===== src/rtl/peripheral_gpio_irq_pkg.sv =====
// Shared definitions for the APB4 GPIO peripheral: register indices,
// trigger encodings and the edge-arming counter width.
package peripheral_gpio_irq_pkg;

  localparam logic [3:0] GPIO_OE         = 4'd0;
  localparam logic [3:0] GPIO_OUT        = 4'd1;
  localparam logic [3:0] GPIO_IN         = 4'd2;
  localparam logic [3:0] GPIO_TRIG_TYPE  = 4'd3;
  localparam logic [3:0] GPIO_TRIG_POL   = 4'd4;
  localparam logic [3:0] GPIO_IRQ_EN     = 4'd5;
  localparam logic [3:0] GPIO_IRQ_STATUS = 4'd6;
  localparam logic [3:0] GPIO_REG_LAST   = GPIO_IRQ_STATUS;

  typedef enum logic {
    TRIG_LEVEL = 1'b0,
    TRIG_EDGE  = 1'b1
  } trig_type_e;

  // Wide enough to hold SYNC_STAGES+1, the arming terminal count.
  function automatic int unsigned arm_cnt_width(input int unsigned sync_stages);
    return $clog2(sync_stages + 2);
  endfunction

endpackage


===== src/rtl/peripheral_gpio_sync_edge.sv =====
// Input synchroniser with one history flop and edge detection that stays
// disarmed for SYNC_STAGES+1 cycles after reset.
module peripheral_gpio_sync_edge
  import peripheral_gpio_irq_pkg::*;
#(
  parameter int unsigned WIDTH       = 8,
  parameter int unsigned SYNC_STAGES = 2
) (
  input  logic             clk_i,
  input  logic             rst_i,
  input  logic [WIDTH-1:0] d_i,
  output logic [WIDTH-1:0] sync_o,
  output logic [WIDTH-1:0] rise_c_o,
  output logic [WIDTH-1:0] fall_c_o
);

  localparam int unsigned     CNT_W    = arm_cnt_width(SYNC_STAGES);
  localparam logic [CNT_W-1:0] ARM_DONE = CNT_W'(SYNC_STAGES + 1);

  logic [SYNC_STAGES-1:0][WIDTH-1:0] sync_q;
  logic [WIDTH-1:0]                  prev_q;
  logic [CNT_W-1:0]                  arm_q;
  logic [CNT_W-1:0]                  arm_d;
  logic                              armed_c;

  always_ff @(posedge clk_i) begin
    if (rst_i) begin
      sync_q <= '0;
      prev_q <= '0;
      arm_q  <= '0;
    end else begin
      sync_q <= {sync_q[SYNC_STAGES-2:0], d_i};
      prev_q <= sync_q[SYNC_STAGES-1];
      arm_q  <= arm_d;
    end
  end

  // Saturating arm counter; edges count only once the chain has refilled.
  always_comb begin
    armed_c = (arm_q == ARM_DONE);
    arm_d   = armed_c ? arm_q : arm_q + CNT_W'(1);
  end

  assign sync_o   = sync_q[SYNC_STAGES-1];
  assign rise_c_o = sync_q[SYNC_STAGES-1] & ~prev_q & {WIDTH{armed_c}};
  assign fall_c_o = ~sync_q[SYNC_STAGES-1] & prev_q & {WIDTH{armed_c}};

endmodule


===== src/rtl/peripheral_gpio_irq_apb4.sv =====
// APB4 GPIO peripheral: per-pin output enable/value, synchronised inputs and
// level/edge interrupts latched in a W1C status register feeding irq_o.
module peripheral_gpio_irq_apb4
  import peripheral_gpio_irq_pkg::*;
#(
  parameter int unsigned PDATA_SIZE  = 8,
  parameter int unsigned PADDR_SIZE  = 4,
  parameter int unsigned SYNC_STAGES = 2
) (
  input  logic                    PCLK,
  input  logic                    PRESET,
  input  logic                    PSEL,
  input  logic                    PENABLE,
  input  logic [PADDR_SIZE-1:0]   PADDR,
  input  logic                    PWRITE,
  input  logic [PDATA_SIZE/8-1:0] PSTRB,
  input  logic [PDATA_SIZE-1:0]   PWDATA,
  output logic [PDATA_SIZE-1:0]   PRDATA,
  output logic                    PREADY,
  output logic                    PSLVERR,
  input  logic [PDATA_SIZE-1:0]   gpio_i,
  output logic [PDATA_SIZE-1:0]   gpio_o,
  output logic [PDATA_SIZE-1:0]   gpio_oe,
  output logic                    irq_o
);

  localparam int unsigned NUM_BYTES = PDATA_SIZE / 8;

  logic [3:0]            reg_idx;
  logic                  setup_c, access_c, idx_ok_c, wr_c;
  logic [PDATA_SIZE-1:0] strb_mask, rd_val, set_c, clr_c;
  logic [PDATA_SIZE-1:0] in_sync, edge_rise_c, edge_fall_c;

  logic [PDATA_SIZE-1:0] oe_q, oe_d, out_q, out_d, type_q, type_d;
  logic [PDATA_SIZE-1:0] pol_q, pol_d, en_q, en_d, stat_q, stat_d;
  logic [PDATA_SIZE-1:0] prdata_q, prdata_d;
  logic                  slverr_q, slverr_d, irq_q, irq_d;

  peripheral_gpio_sync_edge #(
    .WIDTH       (PDATA_SIZE),
    .SYNC_STAGES (SYNC_STAGES)
  ) u_sync_edge (
    .clk_i    (PCLK),
    .rst_i    (PRESET),
    .d_i      (gpio_i),
    .sync_o   (in_sync),
    .rise_c_o (edge_rise_c),
    .fall_c_o (edge_fall_c)
  );

  assign reg_idx  = PADDR[3:0];
  assign setup_c  = PSEL & ~PENABLE;
  assign access_c = PSEL & PENABLE;
  assign idx_ok_c = (reg_idx <= GPIO_REG_LAST);
  assign wr_c     = access_c & PWRITE & idx_ok_c;

  always_comb begin
    strb_mask = '0;
    for (int unsigned b = 0; b < NUM_BYTES; b++) begin
      strb_mask[b*8 +: 8] = {8{PSTRB[b]}};
    end
  end

  always_comb begin
    oe_d     = oe_q;
    out_d    = out_q;
    type_d   = type_q;
    pol_d    = pol_q;
    en_d     = en_q;
    prdata_d = prdata_q;
    clr_c    = '0;

    // Edge pins follow the selected edge; level pins follow sync == polarity.
    set_c = (type_q & ((pol_q & edge_rise_c) | (~pol_q & edge_fall_c)))
          | (~type_q & ~(in_sync ^ pol_q));

    if (wr_c) begin
      case (reg_idx)
        GPIO_OE:         oe_d   = (oe_q   & ~strb_mask) | (PWDATA & strb_mask);
        GPIO_OUT:        out_d  = (out_q  & ~strb_mask) | (PWDATA & strb_mask);
        GPIO_TRIG_TYPE:  type_d = (type_q & ~strb_mask) | (PWDATA & strb_mask);
        GPIO_TRIG_POL:   pol_d  = (pol_q  & ~strb_mask) | (PWDATA & strb_mask);
        GPIO_IRQ_EN:     en_d   = (en_q   & ~strb_mask) | (PWDATA & strb_mask);
        GPIO_IRQ_STATUS: clr_c  = PWDATA & strb_mask;
        default:         ;
      endcase
    end

    // A new set in the same cycle as a clear keeps the bit.
    stat_d = (stat_q & ~clr_c) | set_c;

    case (reg_idx)
      GPIO_OE:         rd_val = oe_q;
      GPIO_OUT:        rd_val = out_q;
      GPIO_IN:         rd_val = in_sync;
      GPIO_TRIG_TYPE:  rd_val = type_q;
      GPIO_TRIG_POL:   rd_val = pol_q;
      GPIO_IRQ_EN:     rd_val = en_q;
      GPIO_IRQ_STATUS: rd_val = stat_q;
      default:         rd_val = '0;
    endcase

    // Read data and error are captured in setup so they are valid in access.
    if (setup_c && (!PWRITE || !idx_ok_c)) begin
      prdata_d = rd_val;
    end
    slverr_d = setup_c ? ~idx_ok_c : (access_c & slverr_q);
    irq_d    = |(stat_q & en_q);
  end

  always_ff @(posedge PCLK) begin
    if (PRESET) begin
      oe_q     <= '0;
      out_q    <= '0;
      type_q   <= '0;
      pol_q    <= '0;
      en_q     <= '0;
      stat_q   <= '0;
      prdata_q <= '0;
      slverr_q <= 1'b0;
      irq_q    <= 1'b0;
    end else begin
      oe_q     <= oe_d;
      out_q    <= out_d;
      type_q   <= type_d;
      pol_q    <= pol_d;
      en_q     <= en_d;
      stat_q   <= stat_d;
      prdata_q <= prdata_d;
      slverr_q <= slverr_d;
      irq_q    <= irq_d;
    end
  end

  assign PRDATA  = prdata_q;
  assign PREADY  = 1'b1;
  assign PSLVERR = slverr_q;
  assign gpio_o  = out_q;
  assign gpio_oe = oe_q;
  assign irq_o   = irq_q;

endmodule


===== config.mk =====
export PLATFORM = sky130hd
export DESIGN_NAME = peripheral_gpio_irq_apb4
export DESIGN_NICKNAME = d
export VERILOG_FILES = /design/src/rtl/peripheral_gpio_irq_pkg.sv /design/src/rtl/peripheral_gpio_sync_edge.sv /design/src/rtl/peripheral_gpio_irq_apb4.sv
export SDC_FILE = /design/constraint.sdc
export NUM_CORES = 1
export LEC_CHECK = 0
export ABC_CLOCK_PERIOD_IN_PS = 2000
export CAP_MARGIN = 40
export CORE_ASPECT_RATIO = 0.7
export CORE_MARGIN = 2
export CORE_UTILIZATION = 25
export DETAILED_ROUTE_END_ITERATION = 6
export PLACE_DENSITY = 0.39
export SKIP_CTS_REPAIR_TIMING = 1
export SLEW_MARGIN = 5
export SYNTH_ARGS = -nofsm -noshare
export SYNTH_HDL_FRONTEND = slang
export SYNTH_SLANG_ARGS = --single-unit
export TNS_END_PERCENT = 20

===== constraint.sdc =====
create_clock -name PCLK -period 2 [get_ports PCLK]
set_input_delay 0.2 -clock PCLK [delete_from_list [all_inputs] [get_ports PCLK]]
set_output_delay 0.2 -clock PCLK [all_outputs]
set_load 0.05 [all_outputs]

==> results.json, run 1 <==
{
  "place.gp.congestion": 0.810,
  "grt_pass1_vias": 3109,
  "cp.arrival_ns": 2.01,
  "ys.flop_type": "dfxtp_1",
  "grt_pass1_wl_mm": 16.7,
  "place_inst": 650,
  "vias_per_cell": 4.55,
  "floorplan.initialDensity_pct": 25.4,
  "yosysWarningCount": 0,
  "port_buffers": 51,
  "leakage_nw": 1.74,
  "nets": 493,
  "die_height_microns": 106,
  "cellPowerDensity_nw_per_um2": 777,
  "worst_setup_path_end_kind": "flip-flop",
  "synthesis.nets": 425,
  "wire_per_inst_microns": 15.7,
  "p_total_w": 0.00386,
  "worstSetupStartpointType": "primary input",
  "worstPathRequired_ns": 2.21,
  "synthArstFlopShare_pct": 0,
  "cts.htree.levels": 3,
  "post_route_cells_drive_above_1_share_pct": 14.4,
  "slew_violations": 0,
  "clock_skew_ns": 0.00701,
  "yosysSeqAreaShare_pct": 45.3,
  "setup_tns_ns": 0,
  "cp_common_cell": "buf_4",
  "drt-pass1-iter-count": 4,
  "cp_top_family": "buffers and inverters",
  "ant_nets": 0,
  "setup_viol": 0,
  "max_freq_mhz": 557,
  "dp_hpwl_mm": 7.80,
  "fin_ws_ns": 0.203,
  "fin_cells": 666,
  "routed_wl_mm": 10.5,
  "gr-usage-all-layers_pct": 13.9,
  "cp_max_fo": 13,
  "vias": 3028,
  "die-area_sq_um": 15800,
  "status": "completed",
  "drc": 0,
  "io_pins": 53,
  "register_area_sq_um": 1680,
  "period_needed_ns": 1.80,
  "fp.dieW_microns": 150,
  "clockBufferDepth": 2,
  "rows": 37,
  "cts_tree": "built",
  "crit_buf_inv": 3,
  "core_area_sq_um": 14600,
  "worstMarginPinSlew_ns": 0.550,
  "grt_max_degree": 77,
  "pre_cts_slack_ns": -0.157,
  "synth_edf_count": 0,
  "clk_latency_ns": 0.34,
  "slowest_delay_ns": 0.53,
  "clock_sinks": 84,
  "grt_overflow": 0,
  "peakVddDrop_mv": 0.424,
  "grt_setup_unrepaired": "false",
  "finalCritPeriodShare_pct": 89.8,
  "hp-class": "primary input to flip-flop",
  "numCtsBuffers": 9,
  "path_class": "primary input to flip-flop",
  "first_iter_violations": 79,
  "syn_avg_cell_area_sq_um": 9.32,
  "path_clk_slew_ns": 0.07,
  "antenna_found_initial": 0,
  "cp_slowest_cell": "a2111oi_0",
  "num_antenna_cells": 0,
  "cts-root-buf": "clkbuf_16",
  "path_cells": "clkdlybuf4s50_1 -> buf_4 -> mux2i_1 -> nor2_1 -> a2111oi_0 -> buf_4 -> o2bb2ai_1",
  "syn_inst": 398,
  "yosysUniqueCellTypes": 41,
  "relSlewSlack_pct": 62.4,
  "hold_viol_final": 0,
  "netlist_area_sq_um": 3710,
  "final_common_cell": "dfxtp_1",
  "mostFrequentLayoutCells": "dfxtp_1 (84), mux2i_1 (56), nor2_1 (53), clkdlybuf4s50_1 (50), a21oi_1 (40)",
  "ys_ff_latch": 84,
  "n_fill_cell": 1505,
  "maxCapViolCount": 0,
  "multiInputGateArea_sq_um": 1880,
  "syn2layout_area_growth_pct": 33.7
}
-- cell type report --
class                      instances  area share (%)
clock buffer                      10            4.62
clock inverter                     6            1.79
inverter                          11           0.832
multi-input combinational        277            37.9
sequential                        84            33.9
tap                              195            4.92
timing repair buffer              83            16.0
-- tightest hold or removal path, delay by kind of cell --
family        cells  cell delay, ns
simple gates      2            0.18
buf+inv           1            0.13
-- final timing paths --
kind | cells past startpoint | end | slack (ns) | start
hold / removal | 3 | PSLVERR$_SDFF_PP0_ | 0.22 | PRESET
setup reg to reg | 5 | PRDATA[6]$_SDFFE_PP0P_ | 0.54 | flip-flop
hold reg to reg | 1 | u_sync_edge.sync_o[5]$_SDFF_PP0_ | 0.43 | u_sync_edge.sync_q[5]$_SDFF_PP0_
setup / recovery | 7 | PRDATA[6]$_SDFFE_PP0P_ | 0.20 | PADDR[2]
-- cell usage after synthesis, types with 3 or more instances --
cell type	instances	share of area, %
a21oi_1	40	5.4
nand3b_1	18	3.6
nand2_1	12	1.2
a31oi_1	3	0.51
mux2i_1	56	15
o2bb2ai_1	7	1.7
nor2_1	53	5.4
clkbuf_1	16	1.6
nand3_1	6	0.81
dfxtp_1	84	45
nor2b_1	24	4.0
inv_1	11	1.1
a2111oi_0	7	1.7
or2_2	9	1.5
a22oi_1	4	0.81
buf_2	6	0.81
o21ai_0	9	1.2
or3b_2	5	1.2
-- where the power goes --
group	internal, W	switching [W]
Clock	0.00109	0.000692
Sequential	0.00172	0.0000264
Combinational	0.000149	0.000178
-- per-layer routing --
layer	track usage [%]	share of wire [%]	up-vias	wire (microns)
li1	-	-	1519	-
met1	19.1	51	1447	5350
met2	21.4	44	49	4590
met3	3.52	3.5	13	365
met4	4.35	1.6	0	172
met5	0	0	-	0
-- cells by family (layout without fill, tap and decap cells) --
group	count (synthesis)	count (layout)	share of synthesized area, %
other	1	1	0.101
multiplexers	56	56	15.1
AND/OR/NAND/NOR	144	144	22.4
buffers and inverters	37	110	4.35
adder cells (fa/ha/maj)	1	1	0.337
XOR/XNOR	1	1	0.236
flip-flops	84	84	45.3
AO/OA/AOI/OAI	74	74	12.2
-- through the flow --
| stage | area, sq um | hold slack [ns] | utilization (%) |
|---|---|---|---|
| finish | 4960 | 0.221 | 34.0 |
| global route | 4960 | 0.249 | 34.0 |
| CTS | 4960 | 0.228 | 34.0 |
| detailed placement | 4640 | 0.424 | 31.8 |
| global placement | 4640 | 0.426 | 31.8 |
| floorplan | 3710 | 0.328 | - |
Note: power is estimated with default switching activity, not from simulation.
==> run 2: changes to the inputs <==
--- a/config.mk
+++ b/config.mk
@@ -11,6 +11,7 @@
 export CORE_MARGIN = 2
 export CORE_UTILIZATION = 25
 export DETAILED_ROUTE_END_ITERATION = 6
+export HOLD_SLACK_MARGIN = 0.06
 export PLACE_DENSITY = 0.39
 export SKIP_CTS_REPAIR_TIMING = 1
 export SLEW_MARGIN = 5
==> results of run 2 <==
Final layout, timing and power as in run 1 (identical DEF).
